<file path="config.mk">
export PLATFORM = sky130hd
export DESIGN_NAME = ps2_kbd_rx
export DESIGN_NICKNAME = d
export VERILOG_FILES = /design/src/rtl/ps2_kbd_rx.sv
export SDC_FILE = /design/constraint.sdc
export NUM_CORES = 1
export LEC_CHECK = 0
export CAP_MARGIN = 20
export CORE_ASPECT_RATIO = 0.9
export CORE_MARGIN = 2
export CORE_UTILIZATION = 50
export CTS_BUF_LIST = sky130_fd_sc_hd__clkbuf_8
export DETAILED_ROUTE_END_ITERATION = 8
export PLACE_DENSITY = 0.72
export SKIP_CTS_REPAIR_TIMING = 1
export SYNTH_ARGS = -nofsm -noshare
export SYNTH_HDL_FRONTEND = slang
export SYNTH_SLANG_ARGS = --single-unit
</file>
<file path="constraint.sdc">
create_clock -name clk -period 1.7 [get_ports clk]
set_input_delay 0.425 -clock clk [delete_from_list [all_inputs] [get_ports clk]]
set_output_delay 0.425 -clock clk [all_outputs]
set_load 0.05 [all_outputs]
</file>
<file path="src/rtl/ps2_kbd_rx.sv">
// PS/2 device-to-host keyboard receiver: synchronise, deglitch ps2_clk, deframe, raise kbd_intr.
// Optional build macro PS2_PARITY_CHK_EN enables the odd-parity check on every received frame.
module ps2_kbd_rx #(
    parameter int FILTER_LEN   = 8,
    parameter int TIMEOUT_CYCS = 200000
) (
    input  logic       clk,
    input  logic       rst,
    input  logic       ps2_clk,
    input  logic       ps2_data,
    input  logic       intr_ack,
    output logic [7:0] scancode,
    output logic       kbd_intr,
    output logic       overrun,
    output logic       frame_err
);

    localparam int FW = (FILTER_LEN > 1) ? $clog2(FILTER_LEN + 1) : 1;
    localparam int TW = $clog2(TIMEOUT_CYCS + 1);
    localparam logic [FW-1:0] FLT_MAX = FW'(FILTER_LEN - 1);
    localparam logic [TW-1:0] TO_MAX  = TW'(TIMEOUT_CYCS - 1);

    typedef enum logic [1:0] {
        S_IDLE,
        S_DATA,
        S_PARITY,
        S_STOP
    } state_t;

    state_t          r_state;
    logic            r_clk_s1, r_clk_s2;
    logic            r_dat_s1, r_dat_s2;
    logic            r_clk_filt;
    logic [FW-1:0]   r_flt_cnt;
    logic            r_fall;
    logic [2:0]      r_bit_cnt;
    logic [7:0]      r_sh;
    logic [TW-1:0]   r_to_cnt;
    logic            w_par_ok;

    always_ff @(posedge clk) begin
        if (rst) begin
            r_clk_s1 <= 1'b1;
            r_clk_s2 <= 1'b1;
            r_dat_s1 <= 1'b1;
            r_dat_s2 <= 1'b1;
        end else begin
            r_clk_s1 <= ps2_clk;
            r_clk_s2 <= r_clk_s1;
            r_dat_s1 <= ps2_data;
            r_dat_s2 <= r_dat_s1;
        end
    end

    // The filtered level only moves after FILTER_LEN consecutive differing samples;
    // the fall strobe is registered so it lines up with the already-synchronised data.
    always_ff @(posedge clk) begin
        if (rst) begin
            r_clk_filt <= 1'b1;
            r_flt_cnt  <= '0;
            r_fall     <= 1'b0;
        end else begin
            r_fall <= 1'b0;
            if (r_clk_s2 != r_clk_filt) begin
                if (r_flt_cnt == FLT_MAX) begin
                    r_clk_filt <= r_clk_s2;
                    r_flt_cnt  <= '0;
                    r_fall     <= r_clk_filt;
                end else begin
                    r_flt_cnt <= r_flt_cnt + 1'b1;
                end
            end else begin
                r_flt_cnt <= '0;
            end
        end
    end

    always_ff @(posedge clk) begin
        if (r_fall && (r_state == S_DATA)) begin
            r_sh[r_bit_cnt] <= r_dat_s2;
        end
    end

`ifdef PS2_PARITY_CHK_EN
    logic r_par;

    always_ff @(posedge clk) begin
        if (r_fall && (r_state == S_PARITY)) begin
            r_par <= r_dat_s2;
        end
    end

    assign w_par_ok = ^{r_sh, r_par};
`else
    assign w_par_ok = 1'b1;
`endif

    always_ff @(posedge clk) begin
        if (rst) begin
            r_state   <= S_IDLE;
            r_bit_cnt <= '0;
            r_to_cnt  <= '0;
            scancode  <= '0;
            kbd_intr  <= 1'b0;
            overrun   <= 1'b0;
            frame_err <= 1'b0;
        end else begin
            if (intr_ack) begin
                kbd_intr  <= 1'b0;
                overrun   <= 1'b0;
                frame_err <= 1'b0;
            end
            if (r_fall) begin
                r_to_cnt <= '0;
                case (r_state)
                    S_IDLE: begin
                        if (!r_dat_s2) begin
                            r_state   <= S_DATA;
                            r_bit_cnt <= '0;
                        end else begin
                            frame_err <= 1'b1;
                        end
                    end
                    S_DATA: begin
                        r_bit_cnt <= r_bit_cnt + 1'b1;
                        if (r_bit_cnt == 3'd7) begin
                            r_state <= S_PARITY;
                        end
                    end
                    S_PARITY: begin
                        r_state <= S_STOP;
                    end
                    S_STOP: begin
                        r_state <= S_IDLE;
                        // An ack in the same cycle frees the slot, so the new byte is taken.
                        if (r_dat_s2 && w_par_ok) begin
                            if (!kbd_intr || intr_ack) begin
                                scancode <= r_sh;
                                kbd_intr <= 1'b1;
                            end else begin
                                overrun <= 1'b1;
                            end
                        end else begin
                            frame_err <= 1'b1;
                        end
                    end
                    default: begin
                        r_state <= S_IDLE;
                    end
                endcase
            end else if (r_state != S_IDLE) begin
                if (r_to_cnt == TO_MAX) begin
                    r_state   <= S_IDLE;
                    r_to_cnt  <= '0;
                    frame_err <= 1'b1;
                end else begin
                    r_to_cnt <= r_to_cnt + 1'b1;
                end
            end
        end
    end

endmodule

</file>
==> metrics.md, run 1 <==
| Metric | Value |
|---|---|
| Run status | `completed` |
| Total vias in the final route | `around 1800` |
| Synth top area cells | `dfxtp_1 39%, edfxtp_1 11%, nor2_1 6.6%` |
| Die height | `68.0 um` |
| Synth warn | `0` |
| Die area | `0.00511 mm^2` |
| CTS Buf Count | `5` |
| Sw frac | `0.214` |
| Synth async-reset ratio | `0` |
| Synth Flop Type | `dfxtp_1` |
| Placer Congestion | `about 0.80` |
| Part of the power in combinational logic | `0.026` |
| Setup Crit Path Kind | `flop to flop` |
| Post-synth top area share | `0.387` |
| Area Growth Syn to Fin | `27.2%` |
| Worst relative slew slack | `0.758` |
| Tmin final | `around 1.7 ns` |
| Fraction of layout cells with a size suffix above 1 | `0.282` |
| Worst Hold Class | `flop to flop` |
| Number of fill cells in the layout | `373` |
| Global-route wire length before repair | `6.64 mm` |
| Pwr dens | `687 mW/mm^2` |
| Post-Syn Nets | `between 200 and 250` |
| Hold wc startpoint | `r_dat_s1` |
| Port bufs | `15` |
| Max VDD drop | `0.000436 V` |
| Synthesized area per cell | `slightly below 10 um^2` |
| WL/cell | `12.3 um` |
| Clock slew at reported path FFs | `0.09 ns` |
| FMAX | `0.591 GHz` |
| Root Buffer | `clkbuf_8` |
| Diodes inserted | `0` |
| Routed wire length | `a little over 4 mm` |
| Most common library cell in the layout ignoring fill and taps | `dfxtp_1` |
| Iter 0 DRT Violations | `115` |
| Crit. End Element | `flop` |
| DRC | `0` |
| LEAKAGE | `approximately 0.0011 uW` |
| Synth area leader | `dfxtp_1` |
| Psw | `426 uW` |
| Sequential Power Share | `0.630` |
| All-Layer GR Usage | `0.173` |
| CTS tree | `yes` |
| FP Rows | `23` |
| Final #Nets | `289` |
| Worst Setup SP | `r_state[0]` |
| FF+latch count, synth | `52` |
| Congestion Overflow GR | `0` |
| Internal power | `about 1600 uW` |
| Fin. Hold Viols | `0` |
| Final setup viols | `0` |
| Max-cap violations | `0` |
| Setup TNS Final | `0 ns` |
| Yosys cell types | `45` |
| Post-DP HPWL | `around 2.9 mm` |
| Clk sinks | `between 50 and 60` |
| Mapped Cells | `232` |
| Post-Syn Area | `0.00227 mm^2` |
| Clk_skew | `about 0.0082 ns` |
| Critical Path AT | `1.88 ns` |
| Worst skew pair latency | `0.30 ns` |
| Worst Path Max Fanout | `6` |
| RR Startpoint | `r_state[0]` |
| Actual slew at the worst max-slew pin | `0.355 ns` |
| Clock power frac | `0.344` |
| Fin crit share | `0.996` |
| EDFF count, synth | `8` |
| DIE WIDTH | `around 75 um` |
| Register area share after synthesis | `0.493` |
| WHS | `0.417 ns` |
| Most frequent cells in the layout | `42 x dfxtp_1, 40 x nor2_1, 38 x buf_4` |
| Worst Path Required | `1.89 ns` |
| Htree depth | `2` |
| RSZ-0062 raised after global routing | `yes` |
| Vias in the first global route | `1547` |
| Io pins | `16` |
| Max clock buf depth | `2` |
| Antenna Nets Post-Route | `0` |
| Starting Density | `0.517` |
| Pin count of the biggest net entering global routing | `27` |
| Drt via density | `5.23` |
| Initial antenna violation count | `0` |
| Pins Over Slew Limit | `0` |
| Core region area | `0.00440 mm^2` |
| 1st-pass router iterations | `4` |
| CP Launch Type | `flop` |
[kinds of logic after synthesis]
logic type	after synthesis	share of synthesized area
adder cells (fa/ha/maj)	8	0.0440
multiplexers	12	0.0534
XOR/XNOR	16	0.0616
buffers and inverters	16	0.0341
AND/OR/NAND/NOR	101	0.234
flip-flops	52	0.493
AO/OA/AOI/OAI	27	0.0798
[path summary, 6_finish.rpt]
kind | end | slack, ns | cells past startpoint
worst min-delay path | r_dat_s2 | 0.42 | 1
worst min register to register | r_dat_s2 | 0.42 | 1
worst max-delay path | r_state[0] | 0.007 | 6
worst max register to register | r_state[0] | 0.007 | 6
[area by class of cell]
type	instances	area, um^2	area share
multi-input combinational	164	1170	0.406
sequential	52	1120	0.388
timing repair buffer	46	405	0.140
tap	62	77.6	0.0268
clock buffer	5	68.8	0.0238
inverter	7	26.3	0.00908
clock inverter	3	18.8	0.00649
[critical path, cell delays in order, from the launching register on]
cell and delay [ns]:
dfxtp_2 0.35, inv_2 0.05, ha_4 0.17, and4b_2 0.36, a31oi_4 0.11, nor3_4 0.22
mux2_4 0.31
[per-layer routing]
| layer | GRT usage | part of all wire | vias to the layer above |
|---|---|---|---|
| li1 | - | - | 911 |
| met1 | 0.218 | 0.49 | 843 |
| met2 | 0.281 | 0.48 | 18 |
| met3 | 0.0427 | 0.026 | 2 |
| met4 | 0.0737 | 0.0096 | 0 |
| met5 | 0 | 0 | - |
[synthesized netlist by cell type, drive strengths merged, types with 7 or more instances]
master / count
ha: 8
nor2: 40
a21oi: 9
inv: 7
mux2i: 11
nand3: 9
edfxtp: 8
nor3: 7
xor2: 7
xnor2: 9
dfxtp: 44
[sequential cells by signal, indices dropped and copies added, names as in the netlist]
register    count
frame_err       1
kbd_intr        1
overrun         1
r_bit_cnt       3
r_clk_filt      1
r_clk_s1        1
r_clk_s2        1
r_dat_s1        1
r_dat_s2        1
r_fall          1
r_flt_cnt       4
r_sh            8
r_state         2
r_to_cnt       18
scancode        8
[power by group through the flow]
stage	registers, uW	logic (uW)	clock network [uW]
2_1_floorplan	1280	28.0	0
3_3_place_gp	1280	50.6	0
3_5_place_dp	1280	50.8	0
4_1_cts	1250	50.9	708
5_1_grt	1250	56.0	754
6_report	1250	50.7	685
[through the flow]
stage	util	cell area, um^2	setup WS (ns)	power (uW)	cells
6_report	0.657	2890	0.00725	1990	339
5_1_grt	0.657	2890	-0.0393	2060	339
4_1_cts	0.636	2800	-0.0438	2010	338
3_5_place_dp	0.616	2710	-0.0175	1330	330
3_3_place_gp	0.616	2710	0.0234	1330	330
2_1_floorplan	-	2290	0.00842	1310	232
(Power assumes the default switching activity.)
==> inputs of run 2 (changes only) <==
Settings changed: PLACE_DENSITY 0.72 to 0.7, SLEW_MARGIN set to 10.
Clock period 1.7 ns to 1.8 ns, I/O delays scaled along.
==> run 2 against run 1 <==
Compared with the run above: flip-flop and latch count is the same; wire length shrank 1.6%; maximum frequency shrank 1.1%; via count shrank 3.3%; sequential share of layout area grew 2.4 points; largest power group unchanged; critical path depth is the same; die area is the same; largest cell class is now sequential cells.
==> metrics.md, run 2 (synthesis results as in run 1) <==
| Metric | Value |
|---|---|
| Max VDD drop | `0.000419 V (-4.0%)` |
| Htree depth | `2 (unchanged)` |
| Final setup viols | `0 (unchanged)` |
| Run status | `completed` |
| Root Buffer | `clkbuf_8` |
| Max clock buf depth | `2 (unchanged)` |
| Diodes inserted | `0 (unchanged)` |
| Setup WS pre-CTS | `0.00620 ns (+0.0237 ns)` |
| Pins Over Slew Limit | `0 (unchanged)` |
| Antenna Nets Post-Route | `0 (unchanged)` |
| Congestion Overflow GR | `0 (unchanged)` |
| Most common library cell in the layout ignoring fill and taps | `dfxtp_1` |
| Hold depth | `1 (unchanged)` |
| Worst Hold Class | `flop to flop` |
| CTS Buf Count | `5 (unchanged)` |
| Total vias in the final route | `1716 (-3.3%)` |
| Setup TNS Final | `0 ns (unchanged)` |
| FMAX | `0.584 GHz (-1.1%)` |
| Top flop regs | `r_to_cnt (18), r_sh (8), scancode (8)` |
| FP Rows | `23 (unchanged)` |
| RSZ-0062 raised after global routing | `no` |
| Largest Register | `r_to_cnt` |
| Max-cap violations | `0 (unchanged)` |
| Post-DP HPWL | `2.91 mm (-0.50%)` |
| Pwr dens | `701 mW/mm^2 (+2.0%)` |
| Global-route wire length before repair | `6.80 mm (+2.5%)` |
| Crit path cell chain | `inv_2, ha_4, and4b_2, a31oi_1, nor3_2, mux2_2` |
| Top sig layer | `met4` |
| Largest register FFs | `18 (unchanged)` |
| Max stage delay on crit path | `0.36 ns (about the same)` |
| Final core occ | `0.618 (-0.0395)` |
| CTS tree | `yes` |
| Worst Path Required | `1.99 ns (+0.10 ns)` |
| Final worst slack | `0.0891 ns (+0.0818 ns)` |
| Fin crit share | `0.951 (-0.0452)` |
| Worst relative slew slack | `0.732 (-0.0251)` |
| Die area | `0.00511 mm^2 (unchanged)` |
| Drt via density | `5.23 (about the same)` |
| Iter 0 DRT Violations | `83 (-28%)` |
| LEAKAGE | `0.000995 uW (-6.5%)` |
| R2r worst-path depth | `6 (unchanged)` |
| Clk_skew | `0.0141 ns (+0.00589 ns)` |
| CP Launch Type | `flop` |
| Initial antenna violation count | `0 (unchanged)` |
| Starting Density | `0.517 (unchanged)` |
| Die height | `68.0 um (unchanged)` |
| Core region area | `0.00440 mm^2 (unchanged)` |
| Met1 wire length | `2.07 mm (+2.6%)` |
| CP max-delay cell | `dfxtp_1` |
| Met2 routed WL | `1.90 mm (-4.7%)` |
| Port bufs | `15 (unchanged)` |
| WHS | `0.424 ns (+0.00677 ns)` |
| Fraction of layout cells with a size suffix above 1 | `0.214 (-0.0673)` |
| Actual slew at the worst max-slew pin | `0.396 ns (+0.0412 ns)` |
| Setup Crit Path Kind | `flop to flop` |
| Placer Congestion | `0.775 (-2.5%)` |
| Final #Nets | `278 (-3.8%)` |
| Fin. Hold Viols | `0 (unchanged)` |
| Met3 wire len | `95 um (-10%)` |
| Tmin final | `1.71 ns (+0.0182 ns)` |
| Most frequent cells in the layout | `44 x dfxtp_1, 40 x nor2_1, 29 x buf_4` |
| Vias in the first global route | `1531 (-1.0%)` |
| Routed wire length | `4.09 mm (-1.6%)` |
| All-Layer GR Usage | `0.174 (+0.000987)` |
| Pin count of the biggest net entering global routing | `27 (unchanged)` |
| Io pins | `16 (unchanged)` |
| Critical Path AT | `1.90 ns (+0.02 ns)` |
| WL/cell | `12.5 um (+1.7%)` |
| Crit. End Element | `flop` |
| Area Growth Syn to Fin | `19.6%` |
| Clock slew at reported path FFs | `0.09 ns (about the same)` |
| Clk sinks | `52 (unchanged)` |
| DRC | `0 (unchanged)` |
| Number of fill cells in the layout | `398 (+6.7%)` |
| Worst Path Max Fanout | `6 (unchanged)` |
| DIE WIDTH | `75.1 um (unchanged)` |
| Worst skew pair latency | `0.31 ns (about the same)` |
| 1st-pass router iterations | `4 (unchanged)` |
==> run 2: cell count changes in the layout (fill, tap and decap cells not counted), moves of 2 or more <==
cell / change
nor4b_1: +2
nor4b_2: -2
buf_12: -2
nor4_1: +2
buf_4: -9
dfxtp_2: -2
a21oi_2: -2
dfxtp_1: +2
a21oi_1: +2
nor4_2: -2
clkinv_2: -2
==> run 2: worst max-delay path: cells and delay by family, from the launching register on <==
| kind | cells | cell delay (ns) |
|---|---|---|
| multiplexers | 1 | 0.36 |
| AND/OR/NAND/NOR | 2 | 0.56 |
| adder cells (fa/ha/maj) | 1 | 0.17 |
| AO/OA/AOI/OAI | 1 | 0.10 |
| flip-flops | 1 | 0.36 |
| buffers and inverters | 1 | 0.06 |
==> run 2: worst paths after layout <==
| check | endpoint | slack (ns) | startpoint |
|---|---|---|---|
| max | r_state[0] | 0.09 | r_state[0] |
| min | r_clk_s2 | 0.42 | r_clk_s1 |
| max reg2reg | r_state[0] | 0.09 | r_state[0] |
| min reg2reg | r_clk_s2 | 0.42 | r_clk_s1 |
==> run 2: report_power, final <==
part           total [uW]  leakage [uW]  internal [uW]  switching, uW
clock network         677     0.0000487            284            393
registers            1180      0.000426           1180           2.46
logic                45.9      0.000520           21.5           24.4
==> run 2: metrics by stage <==
step	instances	instance area [um^2]	total power, uW
final	328	2720	1910
after global routing	328	2720	1980
after CTS	328	2700	1930
after detailed placement	320	2600	1260
after global placement	320	2600	1260
after floorplan	232	2280	1240
==> run 2: final cells by class <==
type	count	area, um^2	share of cell area
clock buffer	5	68.8	0.0253
clock inverter	3	26.3	0.00966
inverter	7	26.3	0.00966
multi-input combinational	164	1100	0.405
sequential	52	1120	0.412
tap	62	77.6	0.0285
timing repair buffer	35	298	0.109
==> run 2: per-layer routing <==
layer,track usage,vias to the layer above
met5,0,-
met4,0.0402,0
met3,0.0530,2
met2,0.286,17
met1,0.224,803
li1,-,894
